`config.mk`:
```
export PLATFORM = sky130hd
export DESIGN_NAME = tdm_demux4
export DESIGN_NICKNAME = d
export VERILOG_FILES = /design/src/rtl/tdm_pkg.sv /design/src/rtl/slot_decoder.sv /design/src/rtl/tdm_demux4.sv
export SDC_FILE = /design/constraint.sdc
export NUM_CORES = 1
export LEC_CHECK = 0
export CAP_MARGIN = 10
export CORE_MARGIN = 4
export CORE_UTILIZATION = 53
export CTS_BUF_LIST = sky130_fd_sc_hd__clkbuf_8
export CTS_CLUSTER_DIAMETER = 50
export CTS_CLUSTER_SIZE = 20
export DETAILED_ROUTE_END_ITERATION = 10
export PLACE_DENSITY = 0.82
export SLEW_MARGIN = 20
export SYNTH_ARGS = -nofsm -noshare
export SYNTH_HDL_FRONTEND = slang
export SYNTH_SLANG_ARGS = --single-unit
```
`constraint.sdc`:
```
create_clock -name clk -period 6.5 [get_ports clk]
set_input_delay 1.625 -clock clk [delete_from_list [all_inputs] [get_ports clk]]
set_output_delay 1.625 -clock clk [all_outputs]
set_load 0.01 [all_outputs]
```
`src/rtl/tdm_pkg.sv`:
```
// Shared constants and types for the 4-slot TDM demultiplexer.
package tdm_pkg;

  typedef enum logic {
    HUNT = 1'b0,
    RECV = 1'b1
  } state_t;

  localparam int NUM_SLOTS = 4;
  localparam int SLOT_W    = $clog2(NUM_SLOTS);
  localparam int ERR_CNT_W = 4;

  localparam logic [ERR_CNT_W-1:0] ERR_CNT_MAX = '1;

endpackage

```
`src/rtl/slot_decoder.sv`:
```
// One-hot write-enable decode for the shadow slots; bit NUM_SLOTS-1 marks frame completion.
module slot_decoder
  import tdm_pkg::*;
(
  input  logic [SLOT_W-1:0]    slot,
  input  logic                 en,
  output logic [NUM_SLOTS-1:0] wr_en
);

  // NOTE: every signal written in always_comb gets a default first so no latch is inferred.
  always_comb begin
    wr_en = '0;
    if (en) wr_en[slot] = 1'b1;
  end

endmodule

```
`src/rtl/tdm_demux4.sv`:
```
// 4-slot TDM demultiplexer: collects a sync-aligned frame in shadow registers and
// publishes all four channels atomically when the last slot arrives.
module tdm_demux4
  import tdm_pkg::*;
#(
  parameter int W = 4
) (
  input  logic                 clk,
  input  logic                 rst_n,
  input  logic [W-1:0]         din,
  input  logic                 din_valid,
  input  logic                 sync,
  output logic [W-1:0]         D0,
  output logic [W-1:0]         D1,
  output logic [W-1:0]         D2,
  output logic [W-1:0]         D3,
  output logic                 frame_valid,
  output logic [SLOT_W-1:0]    S,
  output logic                 sync_err,
  output logic [ERR_CNT_W-1:0] err_cnt
);

  state_t                state, state_nxt;
  logic [SLOT_W-1:0]     slot_nxt;
  logic [SLOT_W-1:0]     wr_slot;
  logic                  wr_req;
  logic                  err;
  logic [NUM_SLOTS-1:0]  wr_en;

  // Slot 3 is never shadowed: it goes straight from din into D3.
  logic [W-1:0] shadow [NUM_SLOTS-1];

  slot_decoder u_slot_decoder (
    .slot  (wr_slot),
    .en    (wr_req),
    .wr_en (wr_en)
  );

  always_comb begin
    state_nxt = state;
    slot_nxt  = S;
    wr_slot   = S;
    wr_req    = 1'b0;
    err       = 1'b0;
    if (din_valid) begin
      unique case (state)
        HUNT: begin
          if (sync) begin
            wr_req    = 1'b1;
            wr_slot   = '0;
            slot_nxt  = SLOT_W'(1);
            state_nxt = RECV;
          end
        end
        RECV: begin
          if (sync) begin
            // A sync mid-frame is an error, but the word still opens a fresh frame.
            wr_req   = 1'b1;
            wr_slot  = '0;
            slot_nxt = SLOT_W'(1);
            err      = (S != '0);
          end else if (S == '0) begin
            err       = 1'b1;
            state_nxt = HUNT;
          end else begin
            wr_req   = 1'b1;
            slot_nxt = S + 1'b1;
          end
        end
        default: state_nxt = HUNT;
      endcase
    end
  end

  // NOTE: sequential state uses non-blocking assignments so every register samples pre-edge values.
  always_ff @(posedge clk) begin
    if (!rst_n) begin
      state       <= HUNT;
      S           <= '0;
      D0          <= '0;
      D1          <= '0;
      D2          <= '0;
      D3          <= '0;
      frame_valid <= 1'b0;
      sync_err    <= 1'b0;
      err_cnt     <= '0;
      // NOTE: the shadow array is reset too, since it is small and must read 0 after reset.
      for (int i = 0; i < NUM_SLOTS - 1; i++) shadow[i] <= '0;
    end else begin
      state       <= state_nxt;
      S           <= slot_nxt;
      frame_valid <= wr_en[NUM_SLOTS-1];
      sync_err    <= err;
      if (err && err_cnt != ERR_CNT_MAX) err_cnt <= err_cnt + 1'b1;
      for (int i = 0; i < NUM_SLOTS - 1; i++) begin
        if (wr_en[i]) shadow[i] <= din;
      end
      if (wr_en[NUM_SLOTS-1]) begin
        D0 <= shadow[0];
        D1 <= shadow[1];
        D2 <= shadow[2];
        D3 <= din;
      end
    end
  end

endmodule
```
==> results of run 1 <==
==> metrics by stage <==
| step | setup slack [ns] | cell area [um2] |
|---|---|---|
| 2_1_floorplan | 3.366 | 1524 |
| 3_5_place_dp | 2.537 | 1842 |
| 6_report | 2.822 | 1918 |
| 5_1_grt | 2.623 | 1918 |
| 3_3_place_gp | 2.700 | 1842 |
| 4_1_cts | 2.819 | 1918 |
==> worst max-delay path, stage by stage <==
cell             delay, ns
clkdlybuf4s50_1       0.62
inv_1                 0.10
ha_1                  0.25
nand2_1               0.10
o211ai_1              0.13
o41ai_1               0.75
==> registers in the layout, indices dropped and copies added, names as in the netlist <==
| register | flops |
|---|---|
| sync_err | 1 |
| S | 2 |
| D2 | 4 |
| D3 | 4 |
| state | 1 |
| D0 | 4 |
| shadow | 12 |
| frame_valid | 1 |
| D1 | 4 |
| err_cnt | 4 |
==> kinds of logic after synthesis <==
logic type / Yosys count / share of synthesized area [%]
simple gates: 53 / 16.99
flops: 37 / 56.49
compound gates: 15 / 7.965
mux: 18 / 11.82
buf+inv: 13 / 4.269
fa+ha+maj: 3 / 2.463
==> how the worst min path moves through the flow <==
stage | from | to | cells past startpoint
global route | D2[0]$_SDFFE_PN0P_ | D2[0]$_SDFFE_PN0P_ | 2
global placement | D2[2]$_SDFFE_PN0P_ | D2[2]$_SDFFE_PN0P_ | 2
floorplan | D0[0]$_SDFFE_PN0P_ | D0[0]$_SDFFE_PN0P_ | 2
finish | D2[0]$_SDFFE_PN0P_ | D2[0]$_SDFFE_PN0P_ | 2
detailed placement | D2[0]$_SDFFE_PN0P_ | D2[0]$_SDFFE_PN0P_ | 2
CTS | D2[0]$_SDFFE_PN0P_ | D2[0]$_SDFFE_PN0P_ | 2
==> power groups by stage <==
stage | Sequential (mW) | Combinational [mW] | Clock [mW]
after CTS | 0.248 | 0.0275 | 0.146
after global placement | 0.253 | 0.0262 | 0
after global routing | 0.249 | 0.0302 | 0.153
after detailed placement | 0.254 | 0.0274 | 0
after floorplan | 0.253 | 0.0180 | 0
final | 0.248 | 0.0274 | 0.141
==> cell usage after synthesis (all sizes together), types with 2 or more instances <==
library cell | number | area [um2]
nand2 | 39 | 146.4
dfxtp | 25 | 500.5
mux2i | 18 | 180.2
edfxtp | 12 | 360.4
clkbuf | 5 | 18.77
inv | 5 | 18.77
nor3b | 4 | 30.03
buf | 3 | 27.52
ha | 3 | 37.54
o41ai | 3 | 26.28
nand2b | 2 | 20.02
nand3 | 2 | 10.01
nand3b | 2 | 15.01
nor2b | 2 | 12.51
o311ai | 2 | 17.52
==> routing by layer <==
layer  wire (um)  part of all wire, %  vias to the layer above  global-route usage [%]
li1            -                    -                      549                       -
met1        1181                   42                      507                   18.42
met2        1461                   52                       21                   29.30
met3         109                  3.9                        4                   3.774
met4          31                  1.1                        0                   6.667
met5           0                    0                        -                       0
==> layout make-up <==
cell class              instances  share of cell area [%]
clock inverters                 2                  0.3914
well taps                      31                   2.022
inverters                       5                  0.9785
repair buffers                 33                   16.96
multi-input cells              89                   31.18
clock buffers                   5                   3.588
flip-flops and latches         37                   44.88
==> impl_metrics.ini, run 1 <==
[timing]
slew_violations = 0
hold_viol_final = 0
relSlewSlack_pct = 40.74
skew_ns = 0.005839
finalSetupTns_ns = 0
rsz0062_at_grt = false
setup_viol = 0
worstMarginPinSlew_ns = 0.8774
hold_slack_ns = 0.4568
clock.fmax_mhz = 271.9
fin_crit_sh_pct = 56.58
final.min_clock_period_ns = 3.678

[clocking]
numCtsBuffers = 5
clock_latency_ns = 0.27
post_cts_buffers = 0
postCtsResizedCells = 0
clk_pin_slew_ns = 0.06
cts.sinks = 37
tritoncts = yes
cts_buffer_depth = 2
cts_max_level = 2
hold_buffers = 0
clock-root-buffer = clkbuf_8

[global_route]
grt_pass1_vias = 1033
grt_pass1_wl_um = 4540
antenna_found_initial = 0
grt_max_degree = 47
grt_overflow = 0
grtUsageTotal_pct = 16.31

[placed_design]
place_hpwl_um = 2055
port_buffers = 31
gp_congestion = 0.8187
placed_cells = 195

[synth]
netlist_area_um2 = 1524
ys_seq_elements = 37
yosysSeqAreaShare_pct = 56.49
synth_edf_count = 12
avgSynthCellArea_um2 = 10.96
synthesis.nets = 150
ys.flop_type = dfxtp_1
ys_types = 29
syn_inst = 139
async_flop_share_pct = 0
yosysWarnings = 0

[worst_setup_path]
startpoint = sync
crit_fanout = 8
end_kind = flop
worstPathArrival_ns = 3.58
timing.rr.end = shadow[2][2]$_DFFE_PP_
ff2ff_setup_slack_ns = 4.11
critPathLaunchType = input pin
reg2regPathDepth = 6
worstSetupEndpoint = shadow[2][2]$_DFFE_PP_
required_ns = 6.40
crit_type = in -> reg
r2r-start = S[0]$_SDFFE_PN0P_

[worst_hold_path]
hold_path_class = reg -> reg

[power_and_ir_drop]
vdd.ir_drop.worst_v = 0.0001905
powerDensity_nw_per_um2 = 217.5
p_total_mw = 0.4172
seqPwrFrac_pct = 59.6
p_leak_nw = 0.6607
switching_power_mw = 0.08974
power.internal_mw = 0.3275
power_frac_clock_pct = 33.9
power.share.combinational_pct = 6.6
switching_share_pct = 21.51

[finish]
fillers = 210
final_common_cell = nand2_1
seq_area_um2 = 860.8
drive_above_1_share_pct = 5.263
final_cell_mix = nand2_1 (39), clkdlybuf4s50_1 (31), dfxtp_1 (25)
areaGrowthSynthToFinish_pct = 25.86
fin_nets = 182
multiInputGateArea_um2 = 598.1
instances_no_fill = 202
post-route-util_pct = 69.56
n_antenna_cell = 0

[die]
initial_core_util_pct = 55.26
dieWidth_um = 61.62
fp.coreArea_um2 = 2758
num_rows = 19
fp.dieH_um = 61.62
ios = 32
die_area_um2 = 3797

[detailed_routing]
num_vias = 1081
wl_um = 2784
via_per_inst = 5.351
drtIter0Drc = 47
wl_per_cell_um = 13.78
postRouteAntennaNets = 0
drt-pass1-iter-count = 4
drc = 0

[job]
maxCapViolCount = 0

[run_status]
status = finished clean
No activity file was read; power rests on OpenSTA's default activity.
==> inputs of run 2 (changes only) <==
--- a/config.mk
+++ b/config.mk
@@ -7,12 +7,12 @@
 export LEC_CHECK = 0
 export CAP_MARGIN = 10
 export CORE_MARGIN = 4
-export CORE_UTILIZATION = 53
+export CORE_UTILIZATION = 47
 export CTS_BUF_LIST = sky130_fd_sc_hd__clkbuf_8
 export CTS_CLUSTER_DIAMETER = 50
 export CTS_CLUSTER_SIZE = 20
 export DETAILED_ROUTE_END_ITERATION = 10
-export PLACE_DENSITY = 0.82
+export PLACE_DENSITY = 0.77
 export SLEW_MARGIN = 20
 export SYNTH_ARGS = -nofsm -noshare
 export SYNTH_HDL_FRONTEND = slang
==> constraint.sdc (replaced) <==
create_clock -name clk -period 3.31 [get_ports clk]
set_input_delay 0.8275 -clock clk [delete_from_list [all_inputs] [get_ports clk]]
set_output_delay 0.8275 -clock clk [all_outputs]
set_load 0.01 [all_outputs]
==> run 2 against run 1 <==
Global-route usage down 1.3 points. Power up 99%. Combinational power up 100%. Register-to-register slack worse by 3.1 ns. Clock skew about the same. Sequential cell count unchanged. Highest routed layer unchanged. Via count up 2.8%. Critical path type unchanged.
==> impl_metrics.ini, run 2 (synthesized netlist as in run 1, its figures left out) <==
[run_status]
status = finished clean

[power_and_ir_drop]
vdd.ir_drop.worst_v = 0.0003270
powerDensity_nw_per_um2 = 426.0
p_leak_nw = 0.6717
p_total_mw = 0.8299

[detailed_routing]
wl_um = 2781
drc = 0
wl_per_cell_um = 12.82
via_per_inst = 5.120
drt-pass1-iter-count = 4
num_vias = 1111
postRouteAntennaNets = 0
drtIter0Drc = 50

[global_route]
grtUsageMet2_pct = 25.67
grt_overflow = 0
grt_util_met3_pct = 4.506
grt_pass1_vias = 1084
grt_max_degree = 46
grt_use_met1_pct = 17.69
grtUsageTotal_pct = 15.03
antenna_found_initial = 0
grt_pass1_wl_um = 4905
busiest_layer = met2

[clocking]
numCtsBuffers = 5
clk_pin_slew_ns = 0.07
cts_max_level = 2
tritoncts = yes
hold_buffers = 0
cts_buffer_depth = 2
clock_latency_ns = 0.28
cts.sinks = 37
postCtsResizedCells = 0
clock-root-buffer = clkbuf_8
post_cts_buffers = 0

[timing]
fin_crit_sh_pct = 82.52
worstMarginPinSlew_ns = 0.6416
final.min_clock_period_ns = 2.731
skew_ns = 0.005621
slew_violations = 0
hold_viol_final = 0
clock.fmax_mhz = 366.1
finalSetupTns_ns = 0
setup_viol = 0
rsz0062_at_grt = false
relSlewSlack_pct = 56.86

[placed_design]
port_buffers = 31
postPlaceCellArea_um2 = 1866
place_hpwl_um = 2017
gp_congestion = 0.8648

[finish]
final_cell_mix = nand2_1 (39), clkdlybuf4s50_1 (31), dfxtp_1 (25)
fin_nets = 183
post-route-util_pct = 63.29
drive_above_1_share_pct = 6.936
final_common_cell = nand2_1
largest_reg_flops = 12
finish.instance_area_um2 = 1948
n_antenna_cell = 0
largest-register = shadow
areaGrowthSynthToFinish_pct = 27.83

[worst_hold_path]
hold-path-endpoint = D0[0]$_SDFFE_PN0P_
hp-start = D0[0]$_SDFFE_PN0P_
hold_path_class = reg -> reg
worst_hold_path.num_cells = 2

[worst_setup_path]
critPathBufInv = 2
reg2regPathDepth = 6
path_cells = clkdlybuf4s50_1, inv_1, ha_1, nand2_1, o211ai_1, o31ai_1
ff2ff_setup_slack_ns = 1.06
required_ns = 3.22
crit_type = in -> reg
end_kind = flop
critPathLaunchType = input pin
critPathMaxStageDelay_ns = 0.62
crit_fanout = 8
slowest_stage = clkdlybuf4s50_1
crit_family = compound AO/OA/AOI/OAI gates
r2r-start = S[0]$_SDFFE_PN0P_
worstPathArrival_ns = 2.64
timing.rr.end = shadow[1][3]$_DFFE_PP_

[die]
initial_core_util_pct = 49.51
die_area_um2 = 4217
fp.dieH_um = 64.94
dieWidth_um = 64.94
ios = 32
fp.coreArea_um2 = 3078
num_rows = 20

[job]
maxCapViolCount = 0
[run 2: cell count changes in the layout (fill, tap and decap cells not counted)]
cell | previous run | this run
buf_4 | 2 | 3
clkinv_2 | 0 | 2
clkinv_1 | 1 | 0
[run 2: area by class of cell]
type                       instances  area (um2)
multi-input combinational         89       598.1
sequential                        37       860.8
clock buffer                       5       68.82
timing repair buffer              34       332.8
clock inverter                     3       13.76
inverter                           5       18.77
tap                               44       55.05
fill                             259        1130
[run 2: how the worst max path moves through the flow]
stage,from,end,cells after the start
after floorplan,sync,shadow[2][0]$_DFFE_PP_,6
after global placement,sync,shadow[1][0]$_DFFE_PP_,6
after detailed placement,sync,shadow[1][1]$_DFFE_PP_,6
after CTS,sync,shadow[1][3]$_DFFE_PP_,6
after global routing,sync,shadow[1][3]$_DFFE_PP_,6
final,sync,shadow[1][3]$_DFFE_PP_,6
[run 2: where the power goes]
part	internal, mW	total [mW]	switching, mW
clock	0.143	0.287	0.145
combinational	0.0238	0.0554	0.0316
sequential	0.481	0.487	0.00616
[run 2: layer usage]
layer  wire length, um  part of all wire (%)
met1              1207                    43
met2              1405                    51
met3               150                   5.4
met4                18                  0.65
met5                 0                     0
[run 2: per-stage QoR]
step	worst slack, ns	hold WS, ns	std cells
CTS	0.5743	0.4604	217
finish	0.5787	0.4558	217
global route	0.4409	0.4784	217
global placement	0.4404	0.4415	209
detailed placement	0.2775	0.4463	209
floorplan	0.9739	0.4790	139
[run 2: worst min-delay path: cells and delay by family (launching register included)]
kind	cells	cell delay, ns
flops	1	0.31
simple gates	1	0.05
mux	1	0.05
==> inputs of run 3 (changes only) <==
--- a/config.mk
+++ b/config.mk
@@ -7,12 +7,12 @@
 export LEC_CHECK = 0
 export CAP_MARGIN = 10
 export CORE_MARGIN = 4
-export CORE_UTILIZATION = 47
+export CORE_UTILIZATION = 52
 export CTS_BUF_LIST = sky130_fd_sc_hd__clkbuf_8
 export CTS_CLUSTER_DIAMETER = 50
 export CTS_CLUSTER_SIZE = 20
 export DETAILED_ROUTE_END_ITERATION = 10
-export PLACE_DENSITY = 0.77
+export PLACE_DENSITY = 0.81
 export SLEW_MARGIN = 20
 export SYNTH_ARGS = -nofsm -noshare
 export SYNTH_HDL_FRONTEND = slang
==> constraint.sdc (replaced) <==
create_clock -name clk -period 2.75 [get_ports clk]
set_input_delay 0.6875 -clock clk [delete_from_list [all_inputs] [get_ports clk]]
set_output_delay 0.6875 -clock clk [all_outputs]
set_load 0.01 [all_outputs]
==> run 3 against run 2 <==
Sequential power grew 21%. Critical path depth grew 1. First-iteration DRC count shrank 2.0%. Global-route usage grew 0.89 points. Critical endpoint is now shadow[1][0]$_DFFE_PP_. Highest routed layer unchanged. Power grew 23%. Final cell count shrank 4.1%. Critical path type unchanged. Combinational power grew 29%.
==> impl_metrics.ini, run 3 (synthesized netlist as in run 1, its figures left out) <==
[clocking]
cts_buffer_depth = 2
clock-root-buffer = clkbuf_8
numCtsBuffers = 5
post_cts_buffers = 0
cts_max_level = 2
clk_pin_slew_ns = 0.07
clock_latency_ns = 0.29
postCtsResizedCells = 0
tritoncts = yes
hold_buffers = 0
cts.sinks = 37

[detailed_routing]
wl_per_cell_um = 13.75
drc = 0
num_vias = 1112
drtIter0Drc = 49
drt-pass1-iter-count = 4
wl_um = 2861
via_per_inst = 5.346
postRouteAntennaNets = 0

[job]
maxCapViolCount = 0

[power_and_ir_drop]
power_frac_clock_pct = 35.4
vdd.ir_drop.worst_v = 0.0005298
seqPwrFrac_pct = 57.5
power.share.combinational_pct = 7.0
p_leak_nw = 0.6856
p_total_mw = 1.021
powerDensity_nw_per_um2 = 519.3
switching_power_mw = 0.2344
switching_share_pct = 22.96
power.internal_mw = 0.7864

[global_route]
grt_max_degree = 33
grt_pass1_wl_um = 4878
antenna_found_initial = 0
grtUsageTotal_pct = 15.92
grt_overflow = 0
grt_pass1_vias = 1061

[timing]
fin_crit_sh_pct = 77.65
hold_slack_ns = 0.4574
worstMarginPinSlew_ns = 0.5620
slew_violations = 0
clock.fmax_mhz = 468.3
final.min_clock_period_ns = 2.135
setup_viol = 0
rsz0062_at_grt = false
skew_ns = 0.004772
finalSetupTns_ns = 0
relSlewSlack_pct = 62.31
hold_viol_final = 0

[finish]
fin_nets = 187
final_common_cell = nand2_1
n_antenna_cell = 0
final_cell_mix = nand2_1 (39), clkdlybuf4s50_1 (31), dfxtp_1 (25)
areaGrowthSynthToFinish_pct = 28.98
largest-register = shadow
drive_above_1_share_pct = 9.605
largest_reg_flops = 12
finish.instance_area_um2 = 1966

[die]
initial_core_util_pct = 54.79
fp.dieH_um = 62.14
die_area_um2 = 3861
dieWidth_um = 62.14
ios = 32
num_rows = 19
fp.coreArea_um2 = 2781

[worst_setup_path]
crit_family = buffers and inverters
required_ns = 2.76
slowest_stage = clkdlybuf4s50_1
crit_type = in -> reg
critPathBufInv = 3
worstPathArrival_ns = 2.14
end_kind = flop
crit_fanout = 4
critPathMaxStageDelay_ns = 0.47
critPathLaunchType = input pin
startpoint = sync
path_cells = clkdlybuf4s50_1, inv_1, ha_1, nand2_1, o211ai_1, o31ai_1, buf_4
r2r-start = S[0]$_SDFFE_PN0P_

[placed_design]
gp_congestion = 0.8978
place_hpwl_um = 2157
postPlaceCellArea_um2 = 1879
port_buffers = 31

[worst_hold_path]
hold_path_class = reg -> reg
hp-start = D1[2]$_SDFFE_PN0P_

[run_status]
status = finished clean
==> run 3: through the flow <==
| step | cells | util [%] | setup WS [ns] |
|---|---|---|---|
| floorplan | 139 | - | 0.5539 |
| global placement | 200 | 67.57 | 0.3342 |
| detailed placement | 200 | 67.57 | 0.3030 |
| CTS | 208 | 70.67 | 0.6147 |
| global route | 208 | 70.67 | 0.4550 |
| finish | 208 | 70.67 | 0.6145 |
==> run 3: final timing paths <==
| path | to | slack [ns] | cells past startpoint |
|---|---|---|---|
| max | shadow[1][0]$_DFFE_PP_ | 0.61 | 7 |
| min | D1[2]$_SDFFE_PN0P_ | 0.46 | 2 |
| max reg2reg | shadow[1][0]$_DFFE_PP_ | 0.76 | 7 |
| min reg2reg | D1[2]$_SDFFE_PN0P_ | 0.46 | 2 |
==> run 3: per-layer routing <==
layer  up-vias  track usage (%)  part of all wire (%)
li1        562                -                     -
met1       515            17.35                    43
met2        29            26.81                    50
met3         6            5.946                   5.1
met4         0            7.859                   1.9
met5         -                0                     0
==> run 3: final cells by class <==
class	count	area, um2
Inverter	5	18.77
Tap cell	31	38.79
Fill cell	211	815.8
Multi-Input combinational cell	89	598.1
Sequential cell	37	860.8
Timing Repair Buffer	38	362.8
Clock inverter	3	17.52
Clock buffer	5	68.82
==> run 3: power by group through the flow <==
stage | combinational [mW] | clock [mW] | sequential (mW)
detailed placement | 0.0719 | 0 | 0.599
global route | 0.0796 | 0.405 | 0.588
finish | 0.0717 | 0.362 | 0.587
floorplan | 0.0425 | 0 | 0.598
CTS | 0.0721 | 0.378 | 0.587
global placement | 0.0686 | 0 | 0.599
==> run 3: tightest hold or removal path: cells and delay by family (launching register included) <==
kind | cells | cell delay (ns)
flops | 1 | 0.31
mux | 1 | 0.05
simple gates | 1 | 0.05
